$ cat src/rtl/fu_out_buffer.sv
// Per-FU result queue between FU writeback and the CDB selector.
// Optional zero-latency bypass when empty: define FU_OUT_BUF_BYPASS_EN.
module fu_out_buffer #(
    parameter int DEPTH  = 2,
    parameter int DATA_W = 32,
    parameter int TAG_W  = 6
) (
    input  logic                     clock,
    input  logic                     reset,
    input  logic                     squash,
    input  logic                     fu_done,
    input  logic [DATA_W-1:0]        fu_data,
    input  logic [TAG_W-1:0]         fu_tag,
    output logic                     fu_stall,
    input  logic                     grant,
    output logic                     result_valid,
    output logic [DATA_W-1:0]        result_data,
    output logic [TAG_W-1:0]         result_tag,
    output logic [$clog2(DEPTH):0]   count,
    output logic                     overflow
);

    localparam int PTR_W = $clog2(DEPTH);
    localparam int CNT_W = PTR_W + 1;
    localparam logic [CNT_W-1:0] FULL_CNT = CNT_W'(DEPTH);

    logic [DATA_W-1:0] mem_data [DEPTH];
    logic [TAG_W-1:0]  mem_tag  [DEPTH];
    logic [PTR_W-1:0]  head;
    logic [PTR_W-1:0]  tail;

    logic full;
    logic empty;
    logic byp;
    logic pop_ok;
    logic push_ok;
    logic wr_en;
    logic rd_en;
    logic drop;

    always_comb begin
        full  = (count == FULL_CNT);
        empty = (count == '0);
`ifdef FU_OUT_BUF_BYPASS_EN
        byp = empty && fu_done && !squash;
`else
        byp = 1'b0;
`endif
        result_valid = !empty || byp;
        pop_ok  = grant && result_valid && !squash;
        // A full queue still accepts a push when the head retires this cycle.
        push_ok = fu_done && !squash && (!full || pop_ok);
        wr_en   = push_ok && !(byp && pop_ok);
        rd_en   = pop_ok && !empty;
        drop    = fu_done && !squash && full && !pop_ok;
        fu_stall = full;
    end

    always_comb begin
        result_data = '0;
        result_tag  = '0;
        if (!empty) begin
            result_data = mem_data[head];
            result_tag  = mem_tag[head];
        end else if (byp) begin
            result_data = fu_data;
            result_tag  = fu_tag;
        end
    end

    always_ff @(posedge clock) begin
        if (wr_en) begin
            mem_data[tail] <= fu_data;
            mem_tag[tail]  <= fu_tag;
        end
    end

    always_ff @(posedge clock or posedge reset) begin
        if (reset) begin
            count    <= '0;
            head     <= '0;
            tail     <= '0;
            overflow <= 1'b0;
        end else begin
            if (drop)
                overflow <= 1'b1;
            if (squash) begin
                count <= '0;
                head  <= '0;
                tail  <= '0;
            end else begin
                if (wr_en)
                    tail <= tail + PTR_W'(1);
                if (rd_en)
                    head <= head + PTR_W'(1);
                case ({wr_en, rd_en})
                    2'b10:   count <= count + CNT_W'(1);
                    2'b01:   count <= count - CNT_W'(1);
                    default: count <= count;
                endcase
            end
        end
    end

endmodule

$ cat config.mk
export PLATFORM = sky130hd
export DESIGN_NAME = fu_out_buffer
export DESIGN_NICKNAME = d
export VERILOG_FILES = /design/src/rtl/fu_out_buffer.sv
export SDC_FILE = /design/constraint.sdc
export NUM_CORES = 1
export LEC_CHECK = 0
export BUFFER_PORTS_ARGS = -buffer_cell sky130_fd_sc_hd__buf_2
export CAP_MARGIN = 20
export CORE_MARGIN = 1
export CORE_UTILIZATION = 52
export DETAILED_ROUTE_END_ITERATION = 10
export GPL_TIMING_DRIVEN = 0
export PLACE_DENSITY = 0.91
export SYNTH_ARGS = -nofsm -noshare
export SYNTH_HDL_FRONTEND = slang
export SYNTH_SLANG_ARGS = --single-unit
$ cat constraint.sdc
create_clock -name clock -period 7.03 [get_ports clock]
set_clock_uncertainty 0.1 [all_clocks]
set_input_delay 0.703 -clock clock [delete_from_list [all_inputs] [get_ports clock]]
set_output_delay 0.703 -clock clock [all_outputs]
set_load 0.01 [all_outputs]
==> results of run 1 <==
[where the power goes]
| part | switching [mW] | internal, mW | total (mW) |
|---|---|---|---|
| Sequential | 0.00633 | 0.548 | 0.555 |
| Combinational | 0.0674 | 0.0543 | 0.122 |
| Clock | 0.147 | 0.193 | 0.340 |
| Total | 0.221 | 0.796 | 1.02 |
[through the flow]
stage / setup slack (ns) / instances / setup TNS [ns]
final: 4.64 / 373 / 0
after floorplan: 1.62 / 193 / 0
after global routing: 4.51 / 373 / 0
after CTS: 4.61 / 373 / 0
after detailed placement: 4.38 / 359 / 0
after global placement: -0.423 / 353 / -16.01
[final timing paths]
check / start / to / cells past startpoint
setup / recovery: count[1] / mem_data[1][11] / 5
hold / removal: reset / count[0] / 2
setup reg to reg: count[1] / mem_data[1][11] / 5
hold reg to reg: overflow / overflow / 1
max in group asynchronous: reset / head / 2
min in group clock: overflow / overflow / 1
[state kept, by name (all words and copies together), names as in the netlist]
| name | cells |
|---|---|
| mem_data | 64 |
| mem_tag | 12 |
| count | 2 |
| head | 1 |
| overflow | 1 |
| tail | 1 |
[layout make-up]
class	count	area, µm²	area share (%)
plain buffers	10	82.6	2.08
repair buffers	91	478	12.1
multi-input cells	98	691	17.4
clock buffers	9	124	3.13
well taps	75	93.8	2.37
inverters	4	15.0	0.379
clock inverters	5	72.6	1.83
flip-flops and latches	81	2410	60.7
[worst max-delay path, stage by stage, from the launching register on]
cell,delay [ns]
dfrtp_1,0.40
buf_4,0.17
nor3b_2,0.20
nor4b_2,0.71
buf_4,0.32
buf_4,0.21
[cell families (layout without fill, tap and decap cells)]
| family | after synthesis | in the layout |
|---|---|---|
| AOI/OAI and AO/OA | 7 | 7 |
| DFF | 81 | 81 |
| xor gates and xnor gates | 2 | 2 |
| muxes | 39 | 39 |
| buffers and inverters | 14 | 119 |
| and+or+nand+nor | 50 | 50 |
[cell usage in the layout, fill, tap and decap left out]
cell | synthesis | routed
nand2_1 | 1 | 1
nor2b_1 | 2 | 2
clkinv_2 | 0 | 1
clkbuf_8 | 0 | 9
nor4b_2 | 0 | 1
buf_8 | 1 | 1
buf_2 | 3 | 88
a21oi_1 | 3 | 3
nand2b_1 | 2 | 2
clkinv_1 | 0 | 2
nor3b_2 | 1 | 1
nor2_2 | 1 | 1
buf_4 | 4 | 8
a31o_2 | 1 | 1
dfrtp_1 | 5 | 5
o211ai_1 | 1 | 1
inv_1 | 4 | 4
mux2i_1 | 39 | 39
o21ai_1 | 1 | 1
nor4_4 | 0 | 1
o21a_1 | 1 | 1
nor2_1 | 40 | 40
edfxtp_1 | 76 | 76
buf_6 | 2 | 4
xor2_1 | 2 | 2
nor3_1 | 1 | 1
bufinv_16 | 0 | 2
[layer usage]
metal,vias to the layer above,GRT usage (%),wire length (µm)
li1,908,-,-
met1,889,22.2,2300
met2,57,29.2,2780
met3,9,4.77,282
met4,0,9.11,89
met5,-,0,0
==> metrics.md, run 1 <==
| Metric | Value |
|---|---|
| DR iter-0 viols | `49` |
| Die X | `80.2 µm` |
| Async SR Flop Fraction | `6.17%` |
| Final hold slack | `0.153 ns` |
| Final ANT Viol Nets | `0` |
| Pwr per Cell Area | `256 nW/µm²` |
| Power Total | `1.02 mW` |
| Headroom to the max-slew limit | `42.8%` |
| Seq/Total Area, Yosys | `75.7%` |
| Mapped Cells | `193` |
| Placed Area | `3770 µm²` |
| Post-Syn Area | `3180 µm²` |
| Nature of the critical path endpoint | `flop` |
| Finished Core Util | `66.9%` |
| Clk sinks | `81` |
| Gpl congestion | `0.707` |
| Post-synthesis mux area share | `12.3%` |
| Count of boundary I/O pins | `86` |
| WL/cell | `14.6 µm` |
| First-pass GRT wire length | `8220 µm` |
| Largest area contributor in the netlist | `edfxtp_1` |
| Synth-to-Final Area Change | `24.6%` |
| Synth Area in XOR/XNOR | `0.551%` |
| Root Buffer | `clkbuf_8` |
| Vias per cell | `4.99` |
| Leakage | `1.58 nW` |
| Post-synth EDFFs | `76` |
| Critical Path AT | `2.34 ns` |
| YS warnings | `0` |
| Max-cap violations | `0` |
| Reg2reg setup slack | `4.64 ns` |
| Post-synthesis compound-gate area fraction | `1.38%` |
| Period utilization | `34.1%` |
| Commonest cells post-synth | `edfxtp_1 (76), nor2_1 (40), mux2i_1 (39)` |
| CP Data Required Time | `6.97 ns` |
| Nets | `338` |
| Fin area | `3960 µm²` |
| Clk_lat worst skew | `0.34 ns` |
| Num CTS Buffers | `9` |
| Clock-pin slew on the worst setup and hold paths | `0.08 ns` |
| RSZ-0062 raised after global routing | `no` |
| Clock Path Buffers | `2` |
| Maximum VDD drop | `159 µV` |
| Vias in the first global route | `1765` |
| Top-area cell type share of the netlist area | `71.8%` |
| Slew Viols, Final | `0` |
| Top_reg_cell synth | `edfxtp_1` |
| Max FO, Critical Path | `9` |
| Fin. Hold Viols | `0` |
| CTS tree | `built` |
| Cell variety after synth | `23` |
| Startpoint types | `flop` |
| # resized after CTS | `0` |
| CTS Hold Bufs | `0` |
| Net Count, Synth | `236` |
| Share of layout cells above drive strength 1 | `39.6%` |
| Input/output buffers | `85` |
| Minimum clock period | `2.39 ns` |
| Die height | `80.2 µm` |
| Least-Margin Pin Slew | `0.852 ns` |
| Synth Area in Adders | `0%` |
| Simple-gate portion of the synthesized area | `7.04%` |
| Inserted Diodes | `0` |
| GRT Overall Usage | `18.0%` |
| Number of synthesized register bits | `81` |
| Ranking of synthesized cells by area | `edfxtp_1 (72%), mux2i_1 (12%), nor2_1 (4.7%)` |
| Max Clock Freq | `418 MHz` |
| Via Count | `1863` |
| Total wire length | `5450 µm` |
| Drt first pass iters | `4` |
| Min-delay worst type | `in2async` |
| CTS H-Tree Depth | `3` |
| Mean Syn Cell Area | `16.5 µm²` |
| DP HPWL | `3880 µm` |
| Pin count of the biggest net entering global routing | `16` |
| Starting Density | `53.7%` |
| Setup Buffers After CTS | `0` |
| DIE AREA | `6430 µm²` |
| Worst Setup Path Type | `reg2reg` |
| Status | `complete, no violations` |
| FP Rows | `28` |
| Core area | `5920 µm²` |
| Filler cells | `441` |
| Largest family of logic cells by synthesized area | `multiplexers` |
| DRC Markers | `0` |
| Antenna violations before repair | `0` |
| Final Setup Violations | `0` |
| Congestion Overflow GR | `0` |
| Most frequent cell after synthesis | `edfxtp_1` |
(Power assumes the default switching activity.)
==> run 2, diff against run 1 <==
Settings changed: ABC_AREA set to 1, CORE_UTILIZATION 52 to 46, PLACE_DENSITY 0.91 to 0.86.
Clock period 7.03 ns to 2 ns, I/O delays scaled along.
==> metrics.md, run 2 <==
| Metric | Value |
|---|---|
| WL/cell | `14.7 µm (+0.59%)` |
| CP Data Required Time | `1.70 ns (-5.27 ns)` |
| Post-synth EDFFs | `76 (unchanged)` |
| Filler cells | `489 (+11%)` |
| Final Setup Violations | `0 (unchanged)` |
| Synth-to-Final Area Change | `39.9%` |
| Met3 WL | `321 µm (+14%)` |
| Commonest cells post-synth | `nand2_1 (85), edfxtp_1 (76), a21oi_1 (38)` |
| Headroom to the max-slew limit | `64.0% (+21 points)` |
| Most frequent cells in the layout | `buf_2 (87), nand2_1 (85), edfxtp_1 (76), dlygate4sd3_1 (39), a21oi_1 (37)` |
| DRC Markers | `6 (+6)` |
| DR iter-0 viols | `137 (+180%)` |
| Most used cell, CP | `buf_4` |
| Clock-pin slew on the worst setup and hold paths | `0.09 ns (about the same)` |
| CTS H-Tree Depth | `3 (unchanged)` |
| Worst Setup Path Type | `reg2out` |
| Ranking of synthesized cells by area | `edfxtp_1 (73%), nand2_1 (10%), a21oi_1 (6.1%)` |
| Post-synthesis compound-gate area fraction | `6.94% (+5.6 points)` |
| Net Count, Synth | `292 (+24%)` |
| GRT Overall Usage | `19.7% (+1.7 points)` |
| First-pass GRT wire length | `10600 µm (+29%)` |
| DIE AREA | `7150 µm² (+11%)` |
| Top_reg_cell synth | `edfxtp_1` |
| Critical-path cell list | `nor2_2, buf_4, buf_4, a21oi_1, buf_2` |
| YS warnings | `0 (unchanged)` |
| Root Buffer | `clkbuf_8` |
| Die height | `84.6 µm (+5.4%)` |
| Vias per cell | `4.97 (-0.53%)` |
| Synth Area in Adders | `0% (unchanged)` |
| Inserted Diodes | `0 (unchanged)` |
| Congestion Overflow GR | `0 (unchanged)` |
| Mapped Cells | `249 (+29%)` |
| Antenna violations before repair | `0 (unchanged)` |
| Largest area contributor in the netlist | `edfxtp_1` |
| Seq/Total Area, Yosys | `76.8% (+1.1 points)` |
| Nature of the critical path endpoint | `output port` |
| Crit-path slowest cell | `dfrtp_1` |
| Min-delay worst type | `in2reg` |
| Via Count | `2340 (+26%)` |
| Startpoint types | `flop` |
| CTS tree | `built` |
| Leakage | `1.82 nW (+16%)` |
| Nets | `432 (+28%)` |
| Final hold slack | `0.111 ns (-0.0419 ns)` |
| Minimum clock period | `1.94 ns` |
| Period utilization | `97.1%` |
| Gpl congestion | `0.832 (+18%)` |
| Count of boundary I/O pins | `86 (unchanged)` |
| Most common cell after layout, fill and taps aside | `buf_2` |
| Most flops, register | `mem_data` |
| Core area | `6460 µm² (+9.1%)` |
| Critical Path AT | `1.64 ns (-0.70 ns)` |
| Drt first pass iters | `8 (+4)` |
| CP max stage delay | `0.47 ns (-0.24 ns)` |
| Status | `finished, violations left` |
| DR WL met2 | `3760 µm (+35%)` |
| Top sig layer | `met4` |
| Share of layout cells above drive strength 1 | `33.0% (-6.6 points)` |
| Simple-gate portion of the synthesized area | `13.1% (+6.0 points)` |
| Starting Density | `48.5% (-5.2 points)` |
| Maximum VDD drop | `593 µV (+270%)` |
| Fin area | `4390 µm² (+11%)` |
| Die X | `84.6 µm (+5.4%)` |
| Async SR Flop Fraction | `6.17% (unchanged)` |
| DRT met1 WL | `2740 µm (+19%)` |
| Pin count of the biggest net entering global routing | `24 (+8)` |
| Max FO, Critical Path | `10 (+1)` |
| Number of flip-flops in the largest register | `64 (unchanged)` |
| Vias in the first global route | `2365 (+34%)` |
| Cell variety after synth | `19 (-17%)` |
| Power Total | `4.21 mW (+310%)` |
| Num CTS Buffers | `9 (unchanged)` |
| Fin. Hold Viols | `0 (unchanged)` |
| Largest registers | `mem_data: 64 flops, mem_tag: 12 flops, count: 2 flops` |
| Clock Path Buffers | `2 (unchanged)` |
| FP Rows | `29 (+3.6%)` |
| Max Clock Freq | `515 MHz` |
| Synth Area in XOR/XNOR | `0% (-0.55 points)` |
| Slew Viols, Final | `0 (unchanged)` |
| Total wire length | `6920 µm (+27%)` |
| Clk_lat worst skew | `0.34 ns (about the same)` |
| Final ANT Viol Nets | `0 (unchanged)` |
| Placed Area | `3730 µm² (-1.1%)` |
| Least-Margin Pin Slew | `0.538 ns (-0.314 ns)` |
| Post-Syn Area | `3140 µm² (-1.4%)` |
| Number of synthesized register bits | `81 (unchanged)` |
| Post-synthesis mux area share | `0% (-12 points)` |
| Largest family of logic cells by synthesized area | `simple AND/OR/NAND/NOR gates` |
| DP HPWL | `4040 µm (+4.1%)` |
| Pwr per Cell Area | `960 nW/µm² (+270%)` |
| Mean Syn Cell Area | `12.6 µm² (-24%)` |
| Clk sinks | `81 (unchanged)` |
| Most frequent cell after synthesis | `nand2_1` |
| Input/output buffers | `85 (unchanged)` |
| Top-area cell type share of the netlist area | `72.8% (+1.0 points)` |
| Max-cap violations | `0 (unchanged)` |
| Failing checks | `design-rule violations` |
[run 2: critical path: cells and delay by family (launching register included)]
family / cells / cell delay (ns)
flip-flops: 1 / 0.47
buffers and inverters: 3 / 0.56
AND/OR/NAND/NOR: 1 / 0.20
AO/OA/AOI/OAI: 1 / 0.07
[run 2: through the flow]
stage	util [%]	std cells	setup WS [ns]	TNS, ns
detailed placement	57.7	413	0.125	0
global placement	56.7	411	-0.696	-52.70
global route	67.9	471	-0.00204	-0.00348
CTS	67.0	468	0.00556	0
floorplan	-	249	-0.241	-18.33
finish	67.9	471	0.0585	0
[run 2: cells by family (layout without fill, tap and decap cells)]
kind of cell,after synthesis,count (layout)
AO/OA/AOI/OAI,42,42
buffers and inverters,23,168
flip-flops,81,81
AND/OR/NAND/NOR,103,103
[run 2: cell type report]
| type | instances | area, µm² | area share [%] |
|---|---|---|---|
| clock inverters | 6 | 67.6 | 1.54 |
| clock buffers | 10 | 128 | 2.91 |
| well taps | 77 | 96.3 | 2.20 |
| repair buffers | 129 | 906 | 20.7 |
| multi-input cells | 145 | 649 | 14.8 |
| plain buffers | 13 | 93.8 | 2.14 |
| flip-flops and latches | 81 | 2410 | 54.9 |
| inverters | 10 | 37.5 | 0.856 |
[run 2: timing repair]
item	in CTS	in global routing
hold buffers	39	0
endpoints found under the setup margin	29	42
buffers inserted	0	3
pin swaps	0	1
resized for setup	5	15
hold endpoints to repair	81	0
[run 2: routing by layer]
| metal | vias to the layer above | global-route usage (%) |
|---|---|---|
| met5 | - | 0 |
| li1 | 1145 | - |
| met4 | 0 | 7.09 |
| met1 | 1110 | 22.1 |
| met2 | 74 | 37.0 |
| met3 | 11 | 4.23 |
[run 2: final timing paths]
| kind | startpoint | endpoint | slack (ns) | cells after the start |
|---|---|---|---|---|
| max | count[1] | result_data[14] | 0.06 | 5 |
| min | squash | count[0] | 0.11 | 4 |
| max reg2reg | count[1] | mem_data[1][5] | 0.10 | 6 |
| min reg2reg | overflow | overflow | 0.41 | 1 |
| max in group asynchronous | reset | overflow | 1.40 | 3 |
| min in group asynchronous | reset | tail | 0.20 | 3 |
[run 2: where the power goes]
group	internal (mW)	switching, mW
clock network	0.582	0.591
logic	0.419	0.596
registers	1.97	0.0488
==> run 3, diff against run 2 <==
Settings changed: PLACE_DENSITY 0.86 to 0.76.
==> metrics.md, run 3 (same netlist as run 2, synthesis figures left out) <==
| Metric | Value |
|---|---|
| Via Count | `2282 (-2.5%)` |
| CTS H-Tree Depth | `3 (unchanged)` |
| Input/output buffers | `85 (unchanged)` |
| Most used cell, CP | `inv_2` |
| DR iter-0 viols | `83 (-39%)` |
| Vias per cell | `4.88 (-1.9%)` |
| R2R depth | `6 (unchanged)` |
| Core area | `6460 µm² (unchanged)` |
| Start of the worst register-to-register path | `count[1]` |
| CP max stage delay | `0.53 ns (+0.06 ns)` |
| GRT Overall Usage | `19.0% (-0.74 points)` |
| DIE AREA | `7150 µm² (unchanged)` |
| Congestion Overflow GR | `0 (unchanged)` |
| Drt first pass iters | `10 (+2)` |
| Most flops, register | `mem_data` |
| Die height | `84.6 µm (unchanged)` |
| WHS Endpoint | `count[0]` |
| Non-filler instance count after layout | `468 (-0.64%)` |
| Clock Path Buffers | `2 (unchanged)` |
| Headroom to the max-slew limit | `55.7% (-8.3 points)` |
| Critical Path AT | `1.90 ns (+0.26 ns)` |
| Starting Density | `48.5% (unchanged)` |
| Reg2reg setup slack | `0.05 ns (-0.05 ns)` |
| Minimum clock period | `1.95 ns (+0.00728 ns)` |
| CP Data Required Time | `1.95 ns (+0.25 ns)` |
| Final Setup Violations | `0 (unchanged)` |
| Critical-path cell list | `inv_2, nor2_2, inv_2, o21ai_2, nor2_4, buf_16` |
| Pwr per Cell Area | `975 nW/µm² (+1.6%)` |
| Gpl congestion | `0.792 (-4.8%)` |
| RSZ-0062 raised after global routing | `yes` |
| Setup Buffers After CTS | `0 (unchanged)` |
| Final ANT Viol Nets | `0 (unchanged)` |
| CP top delay family | `simple AND/OR/NAND/NOR gates` |
| WL/cell | `13.8 µm (-6.4%)` |
| Startpoint types | `flop` |
| Setup TNS | `0 ns (unchanged)` |
| Filler cells | `460 (-5.9%)` |
| Max Clock Freq | `513 MHz (-0.37%)` |
| Worst R2R End | `mem_data[1][10]` |
| Root Buffer | `clkbuf_8` |
| Min-delay src | `squash` |
| DRC Markers | `4 (-2)` |
| Clk sinks | `81 (unchanged)` |
| Power Total | `4.25 mW (+1.0%)` |
| Nets | `429 (-0.69%)` |
| Max FO, Critical Path | `20 (+10)` |
| Number of flip-flops in the largest register | `64 (unchanged)` |
| FP Rows | `29 (unchanged)` |
| Num CTS Buffers | `9 (unchanged)` |
| Final hold slack | `0.102 ns (-0.00914 ns)` |
| CTS tree | `built` |
| Die X | `84.6 µm (unchanged)` |
| Most frequent cells in the layout | `buf_2 (88), nand2_1 (85), edfxtp_1 (76), dlygate4sd3_1 (39), a21oi_1 (38)` |
| Inst Count DP | `413 (unchanged)` |
| Worst Setup Path Type | `reg2reg` |
| Period utilization | `97.4% (+0.36 points)` |
| Largest registers | `mem_data: 64 flops, mem_tag: 12 flops, count: 2 flops` |
| Status | `finished, violations left` |
| Maximum VDD drop | `511 µV (-14%)` |
| Synth-to-Final Area Change | `39.0%` |
| Clk_lat worst skew | `0.34 ns (about the same)` |
| Fin. Hold Viols | `0 (unchanged)` |
| Hold depth | `4 (unchanged)` |
| Placed Area | `3730 µm² (unchanged)` |
| Min-delay worst type | `in2reg` |
| Multi-input gate area | `646 µm² (-0.58%)` |
| Worst path bufs/invs | `3 (unchanged)` |
| DP HPWL | `4060 µm (+0.59%)` |
| First-pass GRT wire length | `10300 µm (-3.6%)` |
| Vias in the first global route | `2248 (-4.9%)` |
| Max-cap violations | `0 (unchanged)` |
| Failing checks | `design-rule violations` |
| Slew Viols, Final | `0 (unchanged)` |
| Leakage | `1.81 nW (-0.92%)` |
| Most common cell after layout, fill and taps aside | `buf_2` |
| Share of layout cells above drive strength 1 | `32.0% (-1.0 points)` |
| Total wire length | `6440 µm (-7.0%)` |
| Nature of the critical path endpoint | `flop` |
| Pin count of the biggest net entering global routing | `21 (-13%)` |
| Count of boundary I/O pins | `86 (unchanged)` |
| Inserted Diodes | `0 (unchanged)` |
| Least-Margin Pin Slew | `0.663 ns (+0.125 ns)` |
| Antenna violations before repair | `0 (unchanged)` |
| Register Area | `2410 µm² (unchanged)` |
| Clock-pin slew on the worst setup and hold paths | `0.08 ns (about the same)` |
| Crit-path slowest cell | `nor2_4` |
| Fin area | `4360 µm² (-0.60%)` |
run 3: cell count changes in the layout (fill, tap and decap cells not counted), sizes merged:
cell and delta:
buf -4, bufinv +1, clkbuf +2, clkinv -2, clkinvlp +1, inv -1
run 3: layer usage:
layer  wire length [µm]  share of wire (%)  GRT usage [%]
met1               2710                 42           22.3
met2               3380                 53           34.1
met3                252                3.9           3.44
met4                 91                1.4           8.47
met5                  0                  0              0
run 3: worst reg2reg max path, cell delays in order (launching register included):
cell     delay (ns)
dfrtp_1        0.45
inv_2          0.10
nor2_2         0.05
inv_2          0.07
o21ai_2        0.10
nor2_4         0.53
buf_16         0.25
run 3: power by group:
group	total (mW)	internal, mW	switching [mW]
clock network	1.26	0.702	0.561
registers	2.02	1.97	0.0448
logic	0.971	0.398	0.574
run 3: how the worst max path moves through the flow:
stage                  start               to  slack, ns  cells past startpoint
finish              count[1]  mem_data[1][10]       0.05                      6
global route        count[1]   mem_data[0][0]      -0.07                      6
CTS                     head    result_tag[4]      0.004                      7
detailed placement    squash   mem_data[0][4]       0.05                      5
global placement      squash   mem_data[1][4]      -0.70                      4
floorplan           count[1]   mem_data[0][0]      -0.24                      5
run 3: stage by stage:
step	worst slack (ns)	util, %
6_report	0.0512	67.5
4_1_cts	0.00363	67.2
2_1_floorplan	-0.241	-
5_1_grt	-0.0698	67.5
3_5_place_dp	0.0456	57.7
3_3_place_gp	-0.701	56.7
run 3: timing repair:
| item | CTS | global route |
|---|---|---|
| setup endpoints to repair | 21 | 62 |
| endpoints found under the hold margin | 81 | 0 |
| gates cloned | 0 | 0 |
| hold buffers | 39 | 0 |
| resized for setup | 4 | 11 |
run 3: cell type report:
| class | instances | share of cell area (%) |
|---|---|---|
| Clock buffer | 11 | 3.01 |
| Multi-Input combinational cell | 145 | 14.8 |
| Buffer | 13 | 2.07 |
| Sequential cell | 81 | 55.2 |
| Tap cell | 77 | 2.21 |
| Inverter | 10 | 0.861 |
| Timing Repair Buffer | 126 | 20.0 |
| Clock inverter | 5 | 1.84 |
